<file path="config.mk">
export PLATFORM = sky130hd
export DESIGN_NAME = ysyx_25050148_lsu_flat
export DESIGN_NICKNAME = d
export VERILOG_FILES = /design/src/rtl/ysyx_25050148_lsu_pkg.sv /design/src/rtl/ysyx_25050148_lsu_if.sv /design/src/rtl/ysyx_25050148_lsu_align.sv /design/src/rtl/ysyx_25050148_lsu.sv /design/src/flat_wrapper.sv
export SDC_FILE = /design/constraint.sdc
export NUM_CORES = 1
export LEC_CHECK = 0
export BUFFER_PORTS_ARGS = -buffer_cell sky130_fd_sc_hd__buf_4
export CORE_ASPECT_RATIO = 1.1
export CORE_MARGIN = 2
export CORE_UTILIZATION = 49
export DETAILED_ROUTE_END_ITERATION = 6
export PLACE_DENSITY_LB_ADDON = 0.05
export SYNTH_ARGS = -nofsm -noshare
export SYNTH_HDL_FRONTEND = slang
export SYNTH_SLANG_ARGS = --single-unit
</file>
<file path="constraint.sdc">
create_clock -name clk -period 3.9 [get_ports clk]
set_clock_uncertainty 0.1 [all_clocks]
set_input_delay 0 -clock clk [delete_from_list [all_inputs] [get_ports clk]]
set_output_delay 0 -clock clk [all_outputs]
set_load 0.01 [all_outputs]
</file>
<file path="src/rtl/ysyx_25050148_lsu_pkg.sv">
// Shared LSU definitions: funct3 encodings, FSM states and access-size helpers.
package ysyx_25050148_pkg;

    localparam logic [2:0] F3_LB  = 3'b000;
    localparam logic [2:0] F3_LH  = 3'b001;
    localparam logic [2:0] F3_LW  = 3'b010;
    localparam logic [2:0] F3_LBU = 3'b100;
    localparam logic [2:0] F3_LHU = 3'b101;
    localparam logic [2:0] F3_SB  = 3'b000;
    localparam logic [2:0] F3_SH  = 3'b001;
    localparam logic [2:0] F3_SW  = 3'b010;

    typedef enum logic [2:0] {
        S_IDLE, S_ACC0, S_WAIT0, S_ACC1, S_WAIT1, S_RESP
    } lsu_state_e;

    function automatic logic [3:0] base_mask(input logic [2:0] f3);
        case (f3[1:0])
            2'b00:   return 4'b0001;
            2'b01:   return 4'b0011;
            default: return 4'b1111;
        endcase
    endfunction

    function automatic logic [2:0] acc_size(input logic [2:0] f3);
        case (f3[1:0])
            2'b00:   return 3'd1;
            2'b01:   return 3'd2;
            default: return 3'd4;
        endcase
    endfunction

    function automatic logic f3_legal(input logic wen, input logic [2:0] f3);
        if (wen) return f3 inside {F3_SB, F3_SH, F3_SW};
        return f3 inside {F3_LB, F3_LH, F3_LW, F3_LBU, F3_LHU};
    endfunction

endpackage

</file>
<file path="src/rtl/ysyx_25050148_lsu_if.sv">
// EXU<->LSU request/response channel and LSU<->memory transaction channel.
interface ysyx_25050148_lsu_if;
    logic        req_valid;
    logic        req_ready;
    logic        req_wen;
    logic [2:0]  req_func3;
    logic [31:0] req_addr;
    logic [31:0] req_wdata;
    logic        resp_valid;
    logic        resp_ready;
    logic [31:0] resp_rdata;
    logic        resp_err;

    modport master (output req_valid, req_wen, req_func3, req_addr, req_wdata, resp_ready,
                    input  req_ready, resp_valid, resp_rdata, resp_err);
    modport slave  (input  req_valid, req_wen, req_func3, req_addr, req_wdata, resp_ready,
                    output req_ready, resp_valid, resp_rdata, resp_err);
endinterface

interface ysyx_25050148_mem_if;
    logic        mem_req_valid;
    logic        mem_req_ready;
    logic        mem_wen;
    logic [31:0] mem_addr;
    logic [3:0]  mem_wmask;
    logic [31:0] mem_wdata;
    logic        mem_resp_valid;
    logic [31:0] mem_rdata;

    modport master (output mem_req_valid, mem_wen, mem_addr, mem_wmask, mem_wdata,
                    input  mem_req_ready, mem_resp_valid, mem_rdata);
    modport slave  (input  mem_req_valid, mem_wen, mem_addr, mem_wmask, mem_wdata,
                    output mem_req_ready, mem_resp_valid, mem_rdata);
endinterface

</file>
<file path="src/rtl/ysyx_25050148_lsu_align.sv">
// Byte-lane alignment: store mask/data placement over two words, load extraction and extension.
module ysyx_25050148_lsu_align
    import ysyx_25050148_pkg::*;
(
    input  logic [1:0]  sh,
    input  logic [2:0]  func3,
    input  logic [31:0] wdata,
    input  logic [31:0] r0,
    input  logic [31:0] r1,
    output logic [7:0]  m8,
    output logic [63:0] d64,
    output logic [31:0] ldata
);

    logic [63:0] w64;
    logic [31:0] w;

    assign m8  = {4'b0000, base_mask(func3)} << sh;
    assign d64 = {32'b0, wdata} << {sh, 3'b000};
    assign w64 = {r1, r0} >> {sh, 3'b000};
    assign w   = w64[31:0];

    always_comb begin
        ldata = '0;
        case (func3)
            F3_LB:   ldata = {{24{w[7]}}, w[7:0]};
            F3_LH:   ldata = {{16{w[15]}}, w[15:0]};
            F3_LW:   ldata = w;
            F3_LBU:  ldata = {24'b0, w[7:0]};
            F3_LHU:  ldata = {16'b0, w[15:0]};
            default: ldata = '0;
        endcase
    end

endmodule

</file>
<file path="src/rtl/ysyx_25050148_lsu.sv">
// Multi-cycle load/store unit; misaligned accesses become two aligned word transactions.
module ysyx_25050148_lsu
    import ysyx_25050148_pkg::*;
#(
    parameter int ALLOW_MISALIGNED = 1,
    parameter int RESP_TIMEOUT     = 255
) (
    input  logic                      clk,
    input  logic                      rst,
    ysyx_25050148_lsu_if.slave        exu,
    ysyx_25050148_mem_if.master       mem
);

    localparam int CW = (RESP_TIMEOUT > 0) ? $clog2(RESP_TIMEOUT + 1) : 1;

    lsu_state_e  state_q, state_d;
    logic [31:0] addr_q, addr_d;
    logic [2:0]  func3_q, func3_d;
    logic        wen_q, wen_d;
    logic [31:0] wdata_q, wdata_d;
    logic [31:0] r0_q, r0_d;
    logic [31:0] r1_q, r1_d;
    logic        err_q, err_d;
    logic [CW-1:0] cnt_q, cnt_d;

    logic [7:0]  m8;
    logic [63:0] d64;
    logic [31:0] ldata;
    logic [31:0] a0, a1;
    logic        need2, in_mis, to_hit, in_acc0, in_acc1;

    ysyx_25050148_lsu_align u_align (
        .sh    (addr_q[1:0]),
        .func3 (func3_q),
        .wdata (wdata_q),
        .r0    (r0_q),
        .r1    (r1_q),
        .m8    (m8),
        .d64   (d64),
        .ldata (ldata)
    );

    assign a0     = {addr_q[31:2], 2'b00};
    assign a1     = a0 + 32'd4;
    assign need2  = |m8[7:4];
    // The incoming request is checked before capture, so use the size arithmetic directly.
    assign in_mis = ({1'b0, exu.req_addr[1:0]} + acc_size(exu.req_func3)) > 3'd4;
    assign to_hit = (RESP_TIMEOUT != 0) && (cnt_q == CW'(RESP_TIMEOUT));

    always_comb begin
        state_d = state_q;
        addr_d  = addr_q;
        func3_d = func3_q;
        wen_d   = wen_q;
        wdata_d = wdata_q;
        r0_d    = r0_q;
        r1_d    = r1_q;
        err_d   = err_q;
        cnt_d   = cnt_q;
        case (state_q)
            S_IDLE: if (exu.req_valid) begin
                addr_d  = exu.req_addr;
                func3_d = exu.req_func3;
                wen_d   = exu.req_wen;
                wdata_d = exu.req_wdata;
                r0_d    = '0;
                r1_d    = '0;
                err_d   = 1'b0;
                if (!f3_legal(exu.req_wen, exu.req_func3) || (ALLOW_MISALIGNED == 0 && in_mis)) begin
                    err_d   = 1'b1;
                    state_d = S_RESP;
                end else begin
                    state_d = S_ACC0;
                end
            end
            S_ACC0: if (mem.mem_req_ready) begin
                cnt_d   = '0;
                state_d = S_WAIT0;
            end
            S_WAIT0: begin
                if (mem.mem_resp_valid) begin
                    r0_d    = mem.mem_rdata;
                    state_d = need2 ? S_ACC1 : S_RESP;
                end else if (to_hit) begin
                    err_d   = 1'b1;
                    state_d = S_RESP;
                end else begin
                    cnt_d = cnt_q + CW'(1);
                end
            end
            S_ACC1: if (mem.mem_req_ready) begin
                cnt_d   = '0;
                state_d = S_WAIT1;
            end
            S_WAIT1: begin
                if (mem.mem_resp_valid) begin
                    r1_d    = mem.mem_rdata;
                    state_d = S_RESP;
                end else if (to_hit) begin
                    err_d   = 1'b1;
                    state_d = S_RESP;
                end else begin
                    cnt_d = cnt_q + CW'(1);
                end
            end
            S_RESP: if (exu.resp_ready) state_d = S_IDLE;
            default: state_d = S_IDLE;
        endcase
    end

    always_ff @(posedge clk or posedge rst) begin
        if (rst) begin
            state_q <= S_IDLE;
            addr_q  <= '0;
            func3_q <= '0;
            wen_q   <= 1'b0;
            wdata_q <= '0;
            r0_q    <= '0;
            r1_q    <= '0;
            err_q   <= 1'b0;
            cnt_q   <= '0;
        end else begin
            state_q <= state_d;
            addr_q  <= addr_d;
            func3_q <= func3_d;
            wen_q   <= wen_d;
            wdata_q <= wdata_d;
            r0_q    <= r0_d;
            r1_q    <= r1_d;
            err_q   <= err_d;
            cnt_q   <= cnt_d;
        end
    end

    // All outputs decode from state so an async reset drops them immediately.
    assign in_acc0 = (state_q == S_ACC0);
    assign in_acc1 = (state_q == S_ACC1);

    assign exu.req_ready  = (state_q == S_IDLE);
    assign exu.resp_valid = (state_q == S_RESP);
    assign exu.resp_err   = (state_q == S_RESP) && err_q;
    assign exu.resp_rdata = ((state_q == S_RESP) && !err_q && !wen_q) ? ldata : 32'h0;

    assign mem.mem_req_valid = in_acc0 || in_acc1;
    assign mem.mem_wen       = (in_acc0 || in_acc1) && wen_q;
    assign mem.mem_addr      = in_acc0 ? a0 : (in_acc1 ? a1 : 32'h0);
    assign mem.mem_wmask     = !wen_q ? 4'h0 : (in_acc0 ? m8[3:0] : (in_acc1 ? m8[7:4] : 4'h0));
    assign mem.mem_wdata     = !wen_q ? 32'h0 : (in_acc0 ? d64[31:0] : (in_acc1 ? d64[63:32] : 32'h0));

endmodule

</file>
<file path="src/flat_wrapper.sv">
// flat-port wrapper written by rule: the top's interface ports become plain ports
module ysyx_25050148_lsu_flat import ysyx_25050148_pkg::*;
#(
    parameter int ALLOW_MISALIGNED = 1,
    parameter int RESP_TIMEOUT     = 255
)
  (clk, rst, exu_req_valid, exu_req_wen, exu_req_func3, exu_req_addr, exu_req_wdata, exu_resp_ready, exu_req_ready, exu_resp_valid, exu_resp_rdata, exu_resp_err, mem_mem_req_valid, mem_mem_wen, mem_mem_addr, mem_mem_wmask, mem_mem_wdata, mem_mem_req_ready, mem_mem_resp_valid, mem_mem_rdata);
  ysyx_25050148_lsu_if exu_i ();
  ysyx_25050148_mem_if mem_i ();
  input  logic clk;
  input  logic rst;
  input wire logic [$bits(exu_i.req_valid)-1:0] exu_req_valid;
  input wire logic [$bits(exu_i.req_wen)-1:0] exu_req_wen;
  input wire logic [$bits(exu_i.req_func3)-1:0] exu_req_func3;
  input wire logic [$bits(exu_i.req_addr)-1:0] exu_req_addr;
  input wire logic [$bits(exu_i.req_wdata)-1:0] exu_req_wdata;
  input wire logic [$bits(exu_i.resp_ready)-1:0] exu_resp_ready;
  output wire logic [$bits(exu_i.req_ready)-1:0] exu_req_ready;
  output wire logic [$bits(exu_i.resp_valid)-1:0] exu_resp_valid;
  output wire logic [$bits(exu_i.resp_rdata)-1:0] exu_resp_rdata;
  output wire logic [$bits(exu_i.resp_err)-1:0] exu_resp_err;
  output wire logic [$bits(mem_i.mem_req_valid)-1:0] mem_mem_req_valid;
  output wire logic [$bits(mem_i.mem_wen)-1:0] mem_mem_wen;
  output wire logic [$bits(mem_i.mem_addr)-1:0] mem_mem_addr;
  output wire logic [$bits(mem_i.mem_wmask)-1:0] mem_mem_wmask;
  output wire logic [$bits(mem_i.mem_wdata)-1:0] mem_mem_wdata;
  input wire logic [$bits(mem_i.mem_req_ready)-1:0] mem_mem_req_ready;
  input wire logic [$bits(mem_i.mem_resp_valid)-1:0] mem_mem_resp_valid;
  input wire logic [$bits(mem_i.mem_rdata)-1:0] mem_mem_rdata;
  assign exu_i.req_valid = exu_req_valid;
  assign exu_i.req_wen = exu_req_wen;
  assign exu_i.req_func3 = exu_req_func3;
  assign exu_i.req_addr = exu_req_addr;
  assign exu_i.req_wdata = exu_req_wdata;
  assign exu_i.resp_ready = exu_resp_ready;
  assign exu_req_ready = exu_i.req_ready;
  assign exu_resp_valid = exu_i.resp_valid;
  assign exu_resp_rdata = exu_i.resp_rdata;
  assign exu_resp_err = exu_i.resp_err;
  assign mem_mem_req_valid = mem_i.mem_req_valid;
  assign mem_mem_wen = mem_i.mem_wen;
  assign mem_mem_addr = mem_i.mem_addr;
  assign mem_mem_wmask = mem_i.mem_wmask;
  assign mem_mem_wdata = mem_i.mem_wdata;
  assign mem_i.mem_req_ready = mem_mem_req_ready;
  assign mem_i.mem_resp_valid = mem_mem_resp_valid;
  assign mem_i.mem_rdata = mem_mem_rdata;
  ysyx_25050148_lsu #(.ALLOW_MISALIGNED(ALLOW_MISALIGNED), .RESP_TIMEOUT(RESP_TIMEOUT)) u_core (.clk(clk), .rst(rst), .exu(exu_i), .mem(mem_i));
endmodule
</file>
==> impl_metrics.yaml <==
final_layout:
  drive_gt1_frac: 0.307
  area_delta_synth_final_pct: 38.1
  final_cells: 1460
  final_common_cell: "buf_4"
  final_cell_mix: "buf_4, nand2_1, dfrtp_1, dlygate4sd3_1, a21oi_1"
  fin_util: 0.697
  nFillCells: 1392
  layout.nets: 1319
worst_setup_path:
  crit_path_cell_trace: "inv_2 -> mux2_2 -> or4_1 -> a21oi_1 -> buf_4"
  rrSetupSlack_ps: 1630
  cp-end-kind: "output pin"
  cpMaxStageDelayCell: "dfrtp_4"
  ff2ff_path_depth: 7
  path_class: "reg2out"
  critPathLaunchType: "flop"
  timing.rr.start: "u_core.state_q[1]$_DFFE_PP0P_"
  critPathMaxStageDelay_ps: 1080
  required_ps: 3800
  cp.arrival_ps: 3150
  path_max_fanout: 72
  r2r-end: "u_core.r1_q[12]$_DFFE_PP0P_"
  path_buf_inv: 2
  crit_family: "flip-flops"
yosys:
  ys_seq_elements: 136
  synthFlopType: "dfrtp_1"
  synth-edff-count: 0
  async_flop_share: 1.00
  synth_area_mm2: 0.00865
  synthCells: 940
  avgSynthCellArea_um2: 9.21
  yosysUniqueCellTypes: 61
  yosysSeqAreaShare: 0.393
  ys_warn_count: 0
clocking:
  cts_tree: "done"
  cts_buffers: 17
  clock_sinks: 136
  cts_hold_buf: 105
  cts_setup_buffers: 0
  cts_root_buf: "clkbuf_16"
  clk_latency_ps: 420
  clockBufferDepth: 2
  clkTransAtPathRegs_ps: 60
  htreeDepth: 4
  cts_resized: 0
placement:
  dp.final_hpwl_mm: 16.8
  place_inst: 1321
  port_buffers: 208
  gp_congestion: 0.842
sta:
  fin_crit_ps: 3250
  worst_pin_slew_ps: 989
  hold_viol_final: 0
  final-setup-viol-count: 0
  fmax_mhz: 308
  slew_violations: 0
  max_slew_margin: 0.341
  period_share: 0.834
  rsz0062_at_grt: "no"
  tns_ps: 0
global_route:
  grt_antenna_before_repair: 2
  grt_pass1_wl_mm: 40.7
  grt_pass1_vias: 8113
  track_usage: 0.276
  grt_max_degree: 94
  gr-total-overflow: 0
routing:
  num_vias: 8300
  via_per_inst: 5.68
  dr.first_iter.drc_count: 516
  antenna_left: 0
  drtPass1Iterations: 5
  drcViolationCount: 0
  avgRoutedWirePerCell_um: 17.5
  wl_mm: 25.6
hold_path:
  hp-class: "in2async"
floorplanning:
  start_util: 0.505
  dieArea_mm2: 0.0187
  dieHeight_um: 143
  fp.dieW_um: 131
  rows: 50
  core_region_area_mm2: 0.0171
  ios: 211
pwr:
  ir_worst_vdd_mv: 0.437
  p_leak_uw: 0.00501
  power_density_mw_per_mm2: 710
outcome:
  outcome: "complete, no violations"
flow_run:
  drv_cap: 0
kinds of logic after synthesis:
kind of cell / after synthesis / synth area share
xor+xnor: 12 / 0.0121
mux: 130 / 0.203
other cells: 1 / 0.000433
fa+ha+maj: 2 / 0.00289
simple gates: 334 / 0.184
compound gates: 235 / 0.159
flops: 136 / 0.393
buf+inv: 90 / 0.0464
worst register-to-register path, cell delays in order, from the launching register on:
cell	delay, ps
dfrtp_2	410
buf_4	300
nor4b_4	370
buf_12	380
a21oi_2	50
buf_4	280
nand2_1	140
o21ai_0	100
cell type report:
class | instances | area [um^2] | share of cell area
clock inverters | 15 | 168 | 0.0140
multi-input cells | 715 | 4860 | 0.407
well taps | 234 | 293 | 0.0245
repair buffers | 326 | 2720 | 0.228
inverters | 15 | 61.3 | 0.00513
clock buffers | 17 | 425 | 0.0356
flip-flops and latches | 136 | 3410 | 0.286
diodes | 2 | 5.00 | 0.000419
registers in the layout, indices dropped and copies added (netlist names):
signal / count
u_core.addr_q: 32
u_core.cnt_q: 8
u_core.err_q: 1
u_core.func3_q: 3
u_core.r0_q: 32
u_core.r1_q: 24
u_core.state_q: 3
u_core.wdata_q: 32
u_core.wen_q: 1
report_power, final:
group	switching (uW)	total [uW]	internal, uW
combinational	2030	4020	1990
sequential	846	2840	1990
clock	675	1630	953
stage by stage:
step / hold WS [ps] / area, um^2 / total power (uW) / setup slack, ps
floorplan: 16.8 / 8660 / 5470 / 161
global placement: 116 / 10300 / 6680 / 1150
detailed placement: 117 / 10300 / 6750 / 1130
CTS: 233 / 11900 / 8490 / 670
global route: 249 / 11900 / 9060 / 489
finish: 195 / 11900 / 8480 / 649
per-layer routing:
layer	vias up	share of wire	track usage
met5	-	0	0
met4	0	0.021	0.0991
li1	3968	-	-
met2	273	0.50	0.463
met1	4018	0.43	0.360
met3	41	0.053	0.0488
cells in the mapped netlist (3+ instances only):
| cell type | instances | area, um^2 |
|---|---|---|
| nand2_1 | 165 | 619 |
| dfrtp_1 | 136 | 3400 |
| a21oi_1 | 85 | 425 |
| mux2_2 | 81 | 912 |
| o21ai_0 | 79 | 395 |
| nor2_1 | 52 | 195 |
| clkbuf_1 | 34 | 128 |
| buf_2 | 30 | 150 |
| mux4_2 | 28 | 631 |
| mux2i_1 | 21 | 210 |
| nand3_1 | 21 | 105 |
| nor3_1 | 17 | 85.1 |
| a211oi_1 | 16 | 120 |
| inv_1 | 13 | 48.8 |
| nor2b_1 | 12 | 75.1 |
| or4_1 | 12 | 90.1 |
| a22oi_1 | 11 | 82.6 |
| nand4_1 | 11 | 68.8 |
| o31ai_1 | 9 | 67.6 |
| and2_1 | 8 | 50.1 |
| xnor2_1 | 7 | 61.3 |
| nand2b_1 | 6 | 37.5 |
| and3_1 | 5 | 31.3 |
| and4_1 | 5 | 43.8 |
| buf_1 | 5 | 18.8 |
| buf_4 | 5 | 37.5 |
| o311ai_0 | 5 | 43.8 |
| o41ai_1 | 5 | 43.8 |
| or3_1 | 5 | 31.3 |
| xor2_1 | 5 | 43.8 |
| o21a_1 | 4 | 30.0 |
| a21o_1 | 3 | 22.5 |
| o22ai_1 | 3 | 18.8 |
worst max-delay path by stage:
| stage | from | endpoint | cells after the start |
|---|---|---|---|
| detailed placement | u_core.addr_q[0]$_DFFE_PP0P_ | exu_resp_rdata[15] | 5 |
| finish | u_core.addr_q[0]$_DFFE_PP0P_ | exu_resp_rdata[15] | 5 |
| global route | u_core.addr_q[0]$_DFFE_PP0P_ | exu_resp_rdata[8] | 5 |
| floorplan | rst | u_core.addr_q[0]$_DFFE_PP0P_ | 1 |
| global placement | u_core.addr_q[0]$_DFFE_PP0P_ | exu_resp_rdata[14] | 5 |
| CTS | u_core.addr_q[0]$_DFFE_PP0P_ | exu_resp_rdata[15] | 5 |
No activity file was read; power rests on OpenSTA's default activity.
